### src/rtl/cp0_ctrl_v2_if.sv
// Pipeline-to-CP0 bus: M-stage exception/mtc0/eret inputs, interrupt lines,
// and the read/redirect results returned to the core.
interface cp0_ctrl_v2_if #(
   parameter int NUM_HWINT = 6
);
   logic [NUM_HWINT-1:0] hw_int;
   logic                 exc_req;
   logic [4:0]           exc_code;
   logic                 exc_bd;
   logic [31:0]          exc_pc;
   logic [31:0]          exc_badvaddr;
   logic                 cp0_we;
   logic [4:0]           cp0_addr;
   logic [31:0]          cp0_wdata;
   logic                 eret;
   logic [31:0]          cp0_rdata;
   logic                 exc_take;
   logic [31:0]          handler_pc;
   logic [31:0]          epc_out;
   logic                 exl_out;

   modport master (
      output hw_int, exc_req, exc_code, exc_bd, exc_pc, exc_badvaddr,
             cp0_we, cp0_addr, cp0_wdata, eret,
      input  cp0_rdata, exc_take, handler_pc, epc_out, exl_out
   );

   modport slave (
      input  hw_int, exc_req, exc_code, exc_bd, exc_pc, exc_badvaddr,
             cp0_we, cp0_addr, cp0_wdata, eret,
      output cp0_rdata, exc_take, handler_pc, epc_out, exl_out
   );
endinterface

### src/rtl/cp0_ctrl_v2.sv
// Coprocessor 0: M-stage exception/interrupt arbitration, SR/Cause/EPC/
// BadVAddr/PrID registers and an optional Count/Compare timer.
module cp0_ctrl_v2 #(
   parameter int          NUM_HWINT  = 6,
   parameter bit          TIMER_EN   = 1'b1,
   parameter logic [31:0] PRID_VALUE = 32'h0000_0000,
   parameter logic [31:0] EXC_VECTOR = 32'h0000_4180
) (
   input logic           Clk,
   input logic           Reset,
   cp0_ctrl_v2_if.slave  bus
);

   logic [5:0]  im_q, im_d;
   logic        exl_q, exl_d;
   logic        ie_q, ie_d;
   logic        bd_q, bd_d;
   logic [5:0]  ip_q, ip_d;
   logic [4:0]  exccode_q, exccode_d;
   logic [31:0] epc_q, epc_d;
   logic [31:0] badvaddr_q, badvaddr_d;
   logic [31:0] count_q, count_d;
   logic [31:0] compare_q, compare_d;
   logic        timer_pend_q, timer_pend_d;

   logic [5:0]  hw_ext_s;
   logic [5:0]  ip_next_s;
   logic        int_req_s;
   logic        exc_ok_s;
   logic        exc_take_s;
   logic        bad_addr_s;

   assign hw_ext_s   = 6'(bus.hw_int);
   // IP7 shares the top external line with the timer pending flag
   assign ip_next_s  = {hw_ext_s[5] | (TIMER_EN & timer_pend_q), hw_ext_s[4:0]};
   assign int_req_s  = ie_q & ~exl_q & (|(ip_next_s & im_q));
   assign exc_ok_s   = bus.exc_req & ~exl_q;
   assign exc_take_s = ~Reset & (int_req_s | exc_ok_s);
   assign bad_addr_s = (bus.exc_code == 5'd4) || (bus.exc_code == 5'd5);

   // Next-state: exception entry beats eret, which beats mtc0
   always_comb begin
      im_d         = im_q;
      exl_d        = exl_q;
      ie_d         = ie_q;
      bd_d         = bd_q;
      ip_d         = ip_next_s;
      exccode_d    = exccode_q;
      epc_d        = epc_q;
      badvaddr_d   = badvaddr_q;
      count_d      = TIMER_EN ? (count_q + 32'd1) : count_q;
      compare_d    = compare_q;
      timer_pend_d = timer_pend_q | (TIMER_EN && (count_q == compare_q));

      if (exc_take_s) begin
         exl_d     = 1'b1;
         bd_d      = bus.exc_bd;
         exccode_d = int_req_s ? 5'd0 : bus.exc_code;
         epc_d     = bus.exc_bd ? (bus.exc_pc - 32'd4) : bus.exc_pc;
         if (!int_req_s && bad_addr_s) begin
            badvaddr_d = bus.exc_badvaddr;
         end else begin
            badvaddr_d = badvaddr_q;
         end
      end else if (bus.eret) begin
         exl_d = 1'b0;
      end else if (bus.cp0_we) begin
         case (bus.cp0_addr)
            5'd9: begin
               if (TIMER_EN) begin
                  count_d = bus.cp0_wdata;
               end else begin
                  count_d = count_q;
               end
            end
            5'd11: begin
               if (TIMER_EN) begin
                  compare_d    = bus.cp0_wdata;
                  timer_pend_d = 1'b0;
               end else begin
                  compare_d = compare_q;
               end
            end
            5'd12: begin
               im_d  = bus.cp0_wdata[15:10];
               exl_d = bus.cp0_wdata[1];
               ie_d  = bus.cp0_wdata[0];
            end
            5'd14:   epc_d = bus.cp0_wdata;
            default: epc_d = epc_q;
         endcase
      end else begin
         exl_d = exl_q;
      end
   end

   // State registers with synchronous reset
   always_ff @(posedge Clk) begin
      if (Reset) begin
         im_q         <= 6'd0;
         exl_q        <= 1'b0;
         ie_q         <= 1'b0;
         bd_q         <= 1'b0;
         ip_q         <= 6'd0;
         exccode_q    <= 5'd0;
         epc_q        <= 32'd0;
         badvaddr_q   <= 32'd0;
         count_q      <= 32'd0;
         compare_q    <= 32'hFFFF_FFFF;
         timer_pend_q <= 1'b0;
      end else begin
         im_q         <= im_d;
         exl_q        <= exl_d;
         ie_q         <= ie_d;
         bd_q         <= bd_d;
         ip_q         <= ip_d;
         exccode_q    <= exccode_d;
         epc_q        <= epc_d;
         badvaddr_q   <= badvaddr_d;
         count_q      <= count_d;
         compare_q    <= compare_d;
         timer_pend_q <= timer_pend_d;
      end
   end

   // mfc0 read mux on pre-edge register values
   always_comb begin
      case (bus.cp0_addr)
         5'd8:    bus.cp0_rdata = badvaddr_q;
         5'd9:    bus.cp0_rdata = TIMER_EN ? count_q : 32'd0;
         5'd11:   bus.cp0_rdata = TIMER_EN ? compare_q : 32'd0;
         5'd12:   bus.cp0_rdata = {16'd0, im_q, 8'd0, exl_q, ie_q};
         5'd13:   bus.cp0_rdata = {bd_q, 15'd0, ip_q, 3'd0, exccode_q, 2'd0};
         5'd14:   bus.cp0_rdata = epc_q;
         5'd15:   bus.cp0_rdata = PRID_VALUE;
         default: bus.cp0_rdata = 32'd0;
      endcase
   end

   assign bus.exc_take   = exc_take_s;
   assign bus.handler_pc = EXC_VECTOR;
   assign bus.epc_out    = epc_q;
   assign bus.exl_out    = exl_q;

endmodule

### src/flat_wrapper.sv
// flat-port wrapper written by rule: the top's interface ports become plain ports
module cp0_ctrl_v2_flat 
#(
   parameter int          NUM_HWINT  = 6,
   parameter bit          TIMER_EN   = 1'b1,
   parameter logic [31:0] PRID_VALUE = 32'h0000_0000,
   parameter logic [31:0] EXC_VECTOR = 32'h0000_4180
)
  (Clk, Reset, bus_hw_int, bus_exc_req, bus_exc_code, bus_exc_bd, bus_exc_pc, bus_exc_badvaddr, bus_cp0_we, bus_cp0_addr, bus_cp0_wdata, bus_eret, bus_cp0_rdata, bus_exc_take, bus_handler_pc, bus_epc_out, bus_exl_out);
  cp0_ctrl_v2_if #(.NUM_HWINT(NUM_HWINT)) bus_i ();
  input logic Clk;
  input logic Reset;
  input wire logic [$bits(bus_i.hw_int)-1:0] bus_hw_int;
  input wire logic [$bits(bus_i.exc_req)-1:0] bus_exc_req;
  input wire logic [$bits(bus_i.exc_code)-1:0] bus_exc_code;
  input wire logic [$bits(bus_i.exc_bd)-1:0] bus_exc_bd;
  input wire logic [$bits(bus_i.exc_pc)-1:0] bus_exc_pc;
  input wire logic [$bits(bus_i.exc_badvaddr)-1:0] bus_exc_badvaddr;
  input wire logic [$bits(bus_i.cp0_we)-1:0] bus_cp0_we;
  input wire logic [$bits(bus_i.cp0_addr)-1:0] bus_cp0_addr;
  input wire logic [$bits(bus_i.cp0_wdata)-1:0] bus_cp0_wdata;
  input wire logic [$bits(bus_i.eret)-1:0] bus_eret;
  output wire logic [$bits(bus_i.cp0_rdata)-1:0] bus_cp0_rdata;
  output wire logic [$bits(bus_i.exc_take)-1:0] bus_exc_take;
  output wire logic [$bits(bus_i.handler_pc)-1:0] bus_handler_pc;
  output wire logic [$bits(bus_i.epc_out)-1:0] bus_epc_out;
  output wire logic [$bits(bus_i.exl_out)-1:0] bus_exl_out;
  assign bus_i.hw_int = bus_hw_int;
  assign bus_i.exc_req = bus_exc_req;
  assign bus_i.exc_code = bus_exc_code;
  assign bus_i.exc_bd = bus_exc_bd;
  assign bus_i.exc_pc = bus_exc_pc;
  assign bus_i.exc_badvaddr = bus_exc_badvaddr;
  assign bus_i.cp0_we = bus_cp0_we;
  assign bus_i.cp0_addr = bus_cp0_addr;
  assign bus_i.cp0_wdata = bus_cp0_wdata;
  assign bus_i.eret = bus_eret;
  assign bus_cp0_rdata = bus_i.cp0_rdata;
  assign bus_exc_take = bus_i.exc_take;
  assign bus_handler_pc = bus_i.handler_pc;
  assign bus_epc_out = bus_i.epc_out;
  assign bus_exl_out = bus_i.exl_out;
  cp0_ctrl_v2 #(.NUM_HWINT(NUM_HWINT), .TIMER_EN(TIMER_EN), .PRID_VALUE(PRID_VALUE), .EXC_VECTOR(EXC_VECTOR)) u_core (.Clk(Clk), .Reset(Reset), .bus(bus_i));
endmodule
### config.mk
export PLATFORM = sky130hd
export DESIGN_NAME = cp0_ctrl_v2_flat
export DESIGN_NICKNAME = d
export VERILOG_FILES = /design/src/rtl/cp0_ctrl_v2_if.sv /design/src/rtl/cp0_ctrl_v2.sv /design/src/flat_wrapper.sv
export SDC_FILE = /design/constraint.sdc
export NUM_CORES = 1
export LEC_CHECK = 0
export ABC_AREA = 1
export BUFFER_PORTS_ARGS = -buffer_cell sky130_fd_sc_hd__buf_4
export CORE_MARGIN = 4
export CORE_UTILIZATION = 50
export DETAILED_ROUTE_END_ITERATION = 16
export MAX_ROUTING_LAYER = met4
export PLACE_DENSITY = 0.81
export SYNTH_ARGS = -nofsm -noshare
export SYNTH_HDL_FRONTEND = slang
export SYNTH_SLANG_ARGS = --single-unit
### constraint.sdc
create_clock -name Clk -period 1.65 [get_ports Clk]
set_clock_uncertainty 0.2 [all_clocks]
set_input_delay 0.165 -clock Clk [delete_from_list [all_inputs] [get_ports Clk]]
set_output_delay 0.165 -clock Clk [all_outputs]
set_load 0.01 [all_outputs]
==> impl_metrics.ini, run 1 <==
[status]
run_status = stopped before the end
haltStage = 5_1_grt
error_line = [ERROR GRT-0232] Routing congestion too high. Check the congestion heatmap in the GUI.

[floorplan]
dieWidth_um = 144
start_util = 0.511
rows = 49
die_h_um = 144
ios = 216

[yosys]
synth-seq-cells = 149
synthCells = 1393
yosysUniqueCellTypes = 44
ys_seq_area_frac = 0.324
postSynthAreaPerCell_sq_um = 6.61
async_flop_share = 0
syn_area_sq_um = 9210
synth_edf_count = 0
synth_ff_type = dfxtp_1
synth_warnings = 0

[clock_network]
htreeDepth = 4
cts_buffer_depth = 2
clock_sinks = 149
cts_root_buf = clkbuf_16
cts-buffers-inserted = 17

[place]
dpl.hpwl_um = 26700
io_buffers = 183
gp_congestion = 1.08

[sta]
grt-worst-endpoint = u_core.badvaddr_q[16]$_SDFFE_PP0P_/D
worstEpCategory = register data pin

[global_route]
track_usage = 0.838
grt_max_degree = 48
grt_overflow = 158
## repair_timing
item / in CTS
pin swaps: 67
hold buffers: 105
endpoints found under the hold margin: 143
setup endpoints to repair: 174
gates cloned: 18
gates resized for setup: 387
setup buffers: 62
## per-stage QoR
| step | setup TNS (ns) | std cells | setup WS, ns | cell area, sq um |
|---|---|---|---|---|
| after floorplan | -0.969 | 1423 | -0.0475 | 9440 |
| after global placement | -28.17 | 1928 | -0.268 | 12000 |
| after detailed placement | -31.87 | 1928 | -0.374 | 12000 |
| after CTS | -44.72 | 2143 | -0.410 | 15800 |
## layer usage
layer  overflow  global-route usage
met1          3               0.808
met2        101               0.966
met3          3               0.695
met4         51               0.869
met5          -                   -
## synth_stat cells (2+ instances only)
cell,count,area [sq um]
nand2_1,324,1220
a31oi_1,2,12.5
o22ai_1,7,43.8
buf_2,21,105
nor2_4,3,33.8
buf_1,3,11.3
clkinv_1,2,7.51
inv_1,149,559
o21ai_0,69,345
clkbuf_1,22,82.6
nand3b_1,2,15.0
nor2_1,236,886
inv_2,9,33.8
nand4_1,31,194
o221ai_1,20,175
xnor2_1,19,166
or2_2,12,75.1
a22oi_1,24,180
nand2_4,4,45.0
a21oi_1,35,175
buf_6,9,101
o21ai_1,14,70.1
nor3_1,20,100
o211ai_1,11,82.6
buf_4,38,285
clkbuf_2,3,15.0
ha_1,2,25.0
nand3_1,66,330
a221oi_1,8,70.1
o211ai_2,21,263
conb_1,2,7.51
xor2_1,42,368
dfxtp_1,149,2980
nor2_2,4,25.0
## cell families after synthesis
group	count (synthesis)	share of synthesized area
buf+inv	257	0.131
flops	149	0.324
compound gates	212	0.156
fa+ha+maj	2	0.00272
other cells	2	0.000816
xor+xnor	61	0.0580
simple gates	710	0.328
==> inputs of run 2 (changes only) <==
--- a/config.mk
+++ b/config.mk
@@ -8,10 +8,9 @@
 export ABC_AREA = 1
 export BUFFER_PORTS_ARGS = -buffer_cell sky130_fd_sc_hd__buf_4
 export CORE_MARGIN = 4
-export CORE_UTILIZATION = 50
+export CORE_UTILIZATION = 40
 export DETAILED_ROUTE_END_ITERATION = 16
-export MAX_ROUTING_LAYER = met4
-export PLACE_DENSITY = 0.81
+export PLACE_DENSITY_LB_ADDON = 0.15
 export SYNTH_ARGS = -nofsm -noshare
 export SYNTH_HDL_FRONTEND = slang
 export SYNTH_SLANG_ARGS = --single-unit
==> constraint.sdc (replaced) <==
create_clock -name Clk -period 2.1 [get_ports Clk]
set_clock_uncertainty 0.2 [all_clocks]
set_input_delay 0.21 -clock Clk [delete_from_list [all_inputs] [get_ports Clk]]
set_output_delay 0.21 -clock Clk [all_outputs]
set_load 0.01 [all_outputs]
==> run 2 against run 1 <==
Effect of this change: synthesized area did not move; the flow now finishes without violations; synthesized cell count unchanged.
==> impl_metrics.ini, run 2 <==
[setup_path]
slowest_stage = dfxtp_1
cp_data_arrival_time_ns = 1.65
path_class = reg -> out
end_kind = output pin
critPathMostFrequentCell = o21ai_0
crit_fanout = 3
worstPathRequired_ns = 1.69
critPathLaunchType = register
slowest_delay_ns = 0.35
worstPathCellList = nand2_1 -> o21ai_0 -> a221oi_2 -> o21ai_0 -> buf_4

[yosys]
yosys.area.top_type = dfxtp_1
synthTopCellsByCount = nand2_1 (324), nor2_1 (236), dfxtp_1 (149), inv_1 (149), o21ai_0 (69)
ys_seq_area_frac = 0.324
yosysTopAreaCellShare = 0.324
synth-seq-cells = 149
async_flop_share = 0
synthCells = 1393
yosysUniqueCellTypes = 44
synth_area_leaders = dfxtp_1 (32%), nand2_1 (13%), nor2_1 (9.6%), inv_1 (6.1%), xor2_1 (4.0%)
post-synth-top-count-cell = nand2_1
syn_area_sq_um = 9210
postSynthAreaPerCell_sq_um = 6.61
synth_warnings = 0
synth_edf_count = 0
synth_ff_type = dfxtp_1

[clock_network]
clk_pin_slew_ns = 0.07
cts-buffers-inserted = 17
cts_root_buf = clkbuf_16
tritoncts = yes
worstSkewPairLatency_ns = 0.43
htreeDepth = 4
cts_buffer_depth = 2
clock_sinks = 149

[sta]
final.period_utilization = 0.980
max_slew.worst_pin.slew_ns = 0.552
finalHoldViolations = 0
fmax_mhz = 486
slew_headroom = 0.628
rsz0062_at_grt = true
fin_crit_ns = 2.06
final-setup-viol-count = 0
final_max_slew_viol_count = 0

[floorplan]
dieWidth_um = 160
core_sq_um = 22600
die_area_sq_um = 25500
start_util = 0.407
die_h_um = 160
ios = 216
rows = 55

[place]
dp_cells = 1863
dpl_cell_area_sq_um = 11100
dpl.hpwl_um = 27000
gp_congestion = 0.950
io_buffers = 183

[route]
drt_iter0_drc = 974
finalWirelength_um = 35700
wl_per_cell_um = 17.8
detail-route-antenna-nets = 0
vias = 10300
firstDrtPassIters = 5
post-route-drc-count = 0
vias_per_cell = 5.13

[global_route]
grt_overflow = 0
antenna_found_initial = 0
grt_max_degree = 65
grt_pass1_wl_um = 54000
grt_pass1_vias = 9575
track_usage = 0.268

[power]
peakVddDrop_uv = 433
p_sw_mw = 2.06
powerDensity_nw_per_um2 = 547
pwr-share-seq = 0.425
p_clk_frac = 0.410
comb_power_share = 0.165
power_leakage_nw = 6.07
p_int_mw = 5.00
p_sw_frac = 0.292

[job]
max_cap_viol_count = 0

[cells_and_area]
nFillCells = 2191
fin_cells = 2002
nNetsFinal = 1824
multi_input_area_sq_um = 5210
register_area_sq_um = 2990
postLayoutCellArea_sq_um = 12900
drive_gt1_frac = 0.220
final_common_cell = nand2_1
area_growth_pct = 40.3
layout_common_cells = nand2_1 (319), buf_4 (239), nor2_1 (226)
diodes = 0

[min_path]
hold_class = in -> reg

[status]
run_status = completed
==> run 2: cell counts after synthesis <==
No cell type changed its count.
==> run 2: power groups by stage <==
stage | logic [mW] | clock network [mW] | registers (mW)
finish | 1.16 | 2.90 | 3.00
global placement | 0.960 | 0 | 3.06
detailed placement | 0.962 | 0 | 3.06
global route | 1.26 | 3.03 | 3.01
CTS | 1.13 | 2.93 | 3.00
floorplan | 0.483 | 0 | 3.04
==> run 2: cell families (layout without fill, tap and decap cells) <==
kind of cell    count (synthesis)  in the layout  synth area share
simple gates                  710            710             0.328
buf+inv                       257            551             0.131
compound gates                212            212             0.156
flops                         149            149             0.324
xor+xnor                       61             61            0.0580
fa+ha+maj                       2              2           0.00272
other cells                     2             32          0.000816
==> run 2: metal layers <==
metal | up-vias | share of wire | GRT usage
met5 | - | 0 | 0
met4 | 0 | 0.021 | 0.0852
li1 | 5062 | - | -
met2 | 490 | 0.44 | 0.408
met1 | 4665 | 0.46 | 0.387
met3 | 55 | 0.080 | 0.0434
==> run 2: timing repair <==
item	4_1_cts	5_1_grt
hold buffers	96	0
endpoints found under the hold margin	139	0
setup buffers	2	4
setup endpoints to repair	2	99
pin swaps	2	2
cloned	1	5
gates resized for setup	9	35
==> run 2: path summary, 6_finish.rpt <==
kind,start,to,slack (ns),cells after the start
setup / recovery,u_core.bus.epc_out[6],bus_cp0_rdata[6],0.04,5
hold / removal,bus_exc_pc[4],u_core.bus.epc_out[4],0.0005,5
setup reg to reg,u_core.timer_pend_q,u_core.badvaddr_q[7],0.06,12
hold reg to reg,u_core.bd_q,u_core.bd_q,0.28,2
==> run 2: cell type report <==
class,instances,share of cell area
sequential,149,0.231
clock buffer,17,0.0329
clock inverter,15,0.00920
timing repair buffer,358,0.248
inverter,161,0.0473
multi-input combinational,1017,0.403
tap,285,0.0276
==> run 2: stage by stage <==
stage	utilization	total power, mW	hold slack (ns)	setup WS [ns]	TNS (ns)
after floorplan	-	3.53	0.117	0.348	0
after global placement	0.491	4.02	0.235	0.0677	0
after detailed placement	0.491	4.02	0.231	0.0277	0
after CTS	0.560	7.05	0.000642	0.0137	0
after global routing	0.570	7.31	0.0414	-0.0533	-1.11
final	0.570	7.07	0.000485	0.0427	0
==> run 2: worst max-delay path, delay by kind of cell, from the launching register on <==
family | cells | cell delay, ns
compound gates | 3 | 0.64
flops | 1 | 0.35
buf+inv | 1 | 0.16
simple gates | 1 | 0.07
Note: power is estimated with default switching activity, not from simulation.
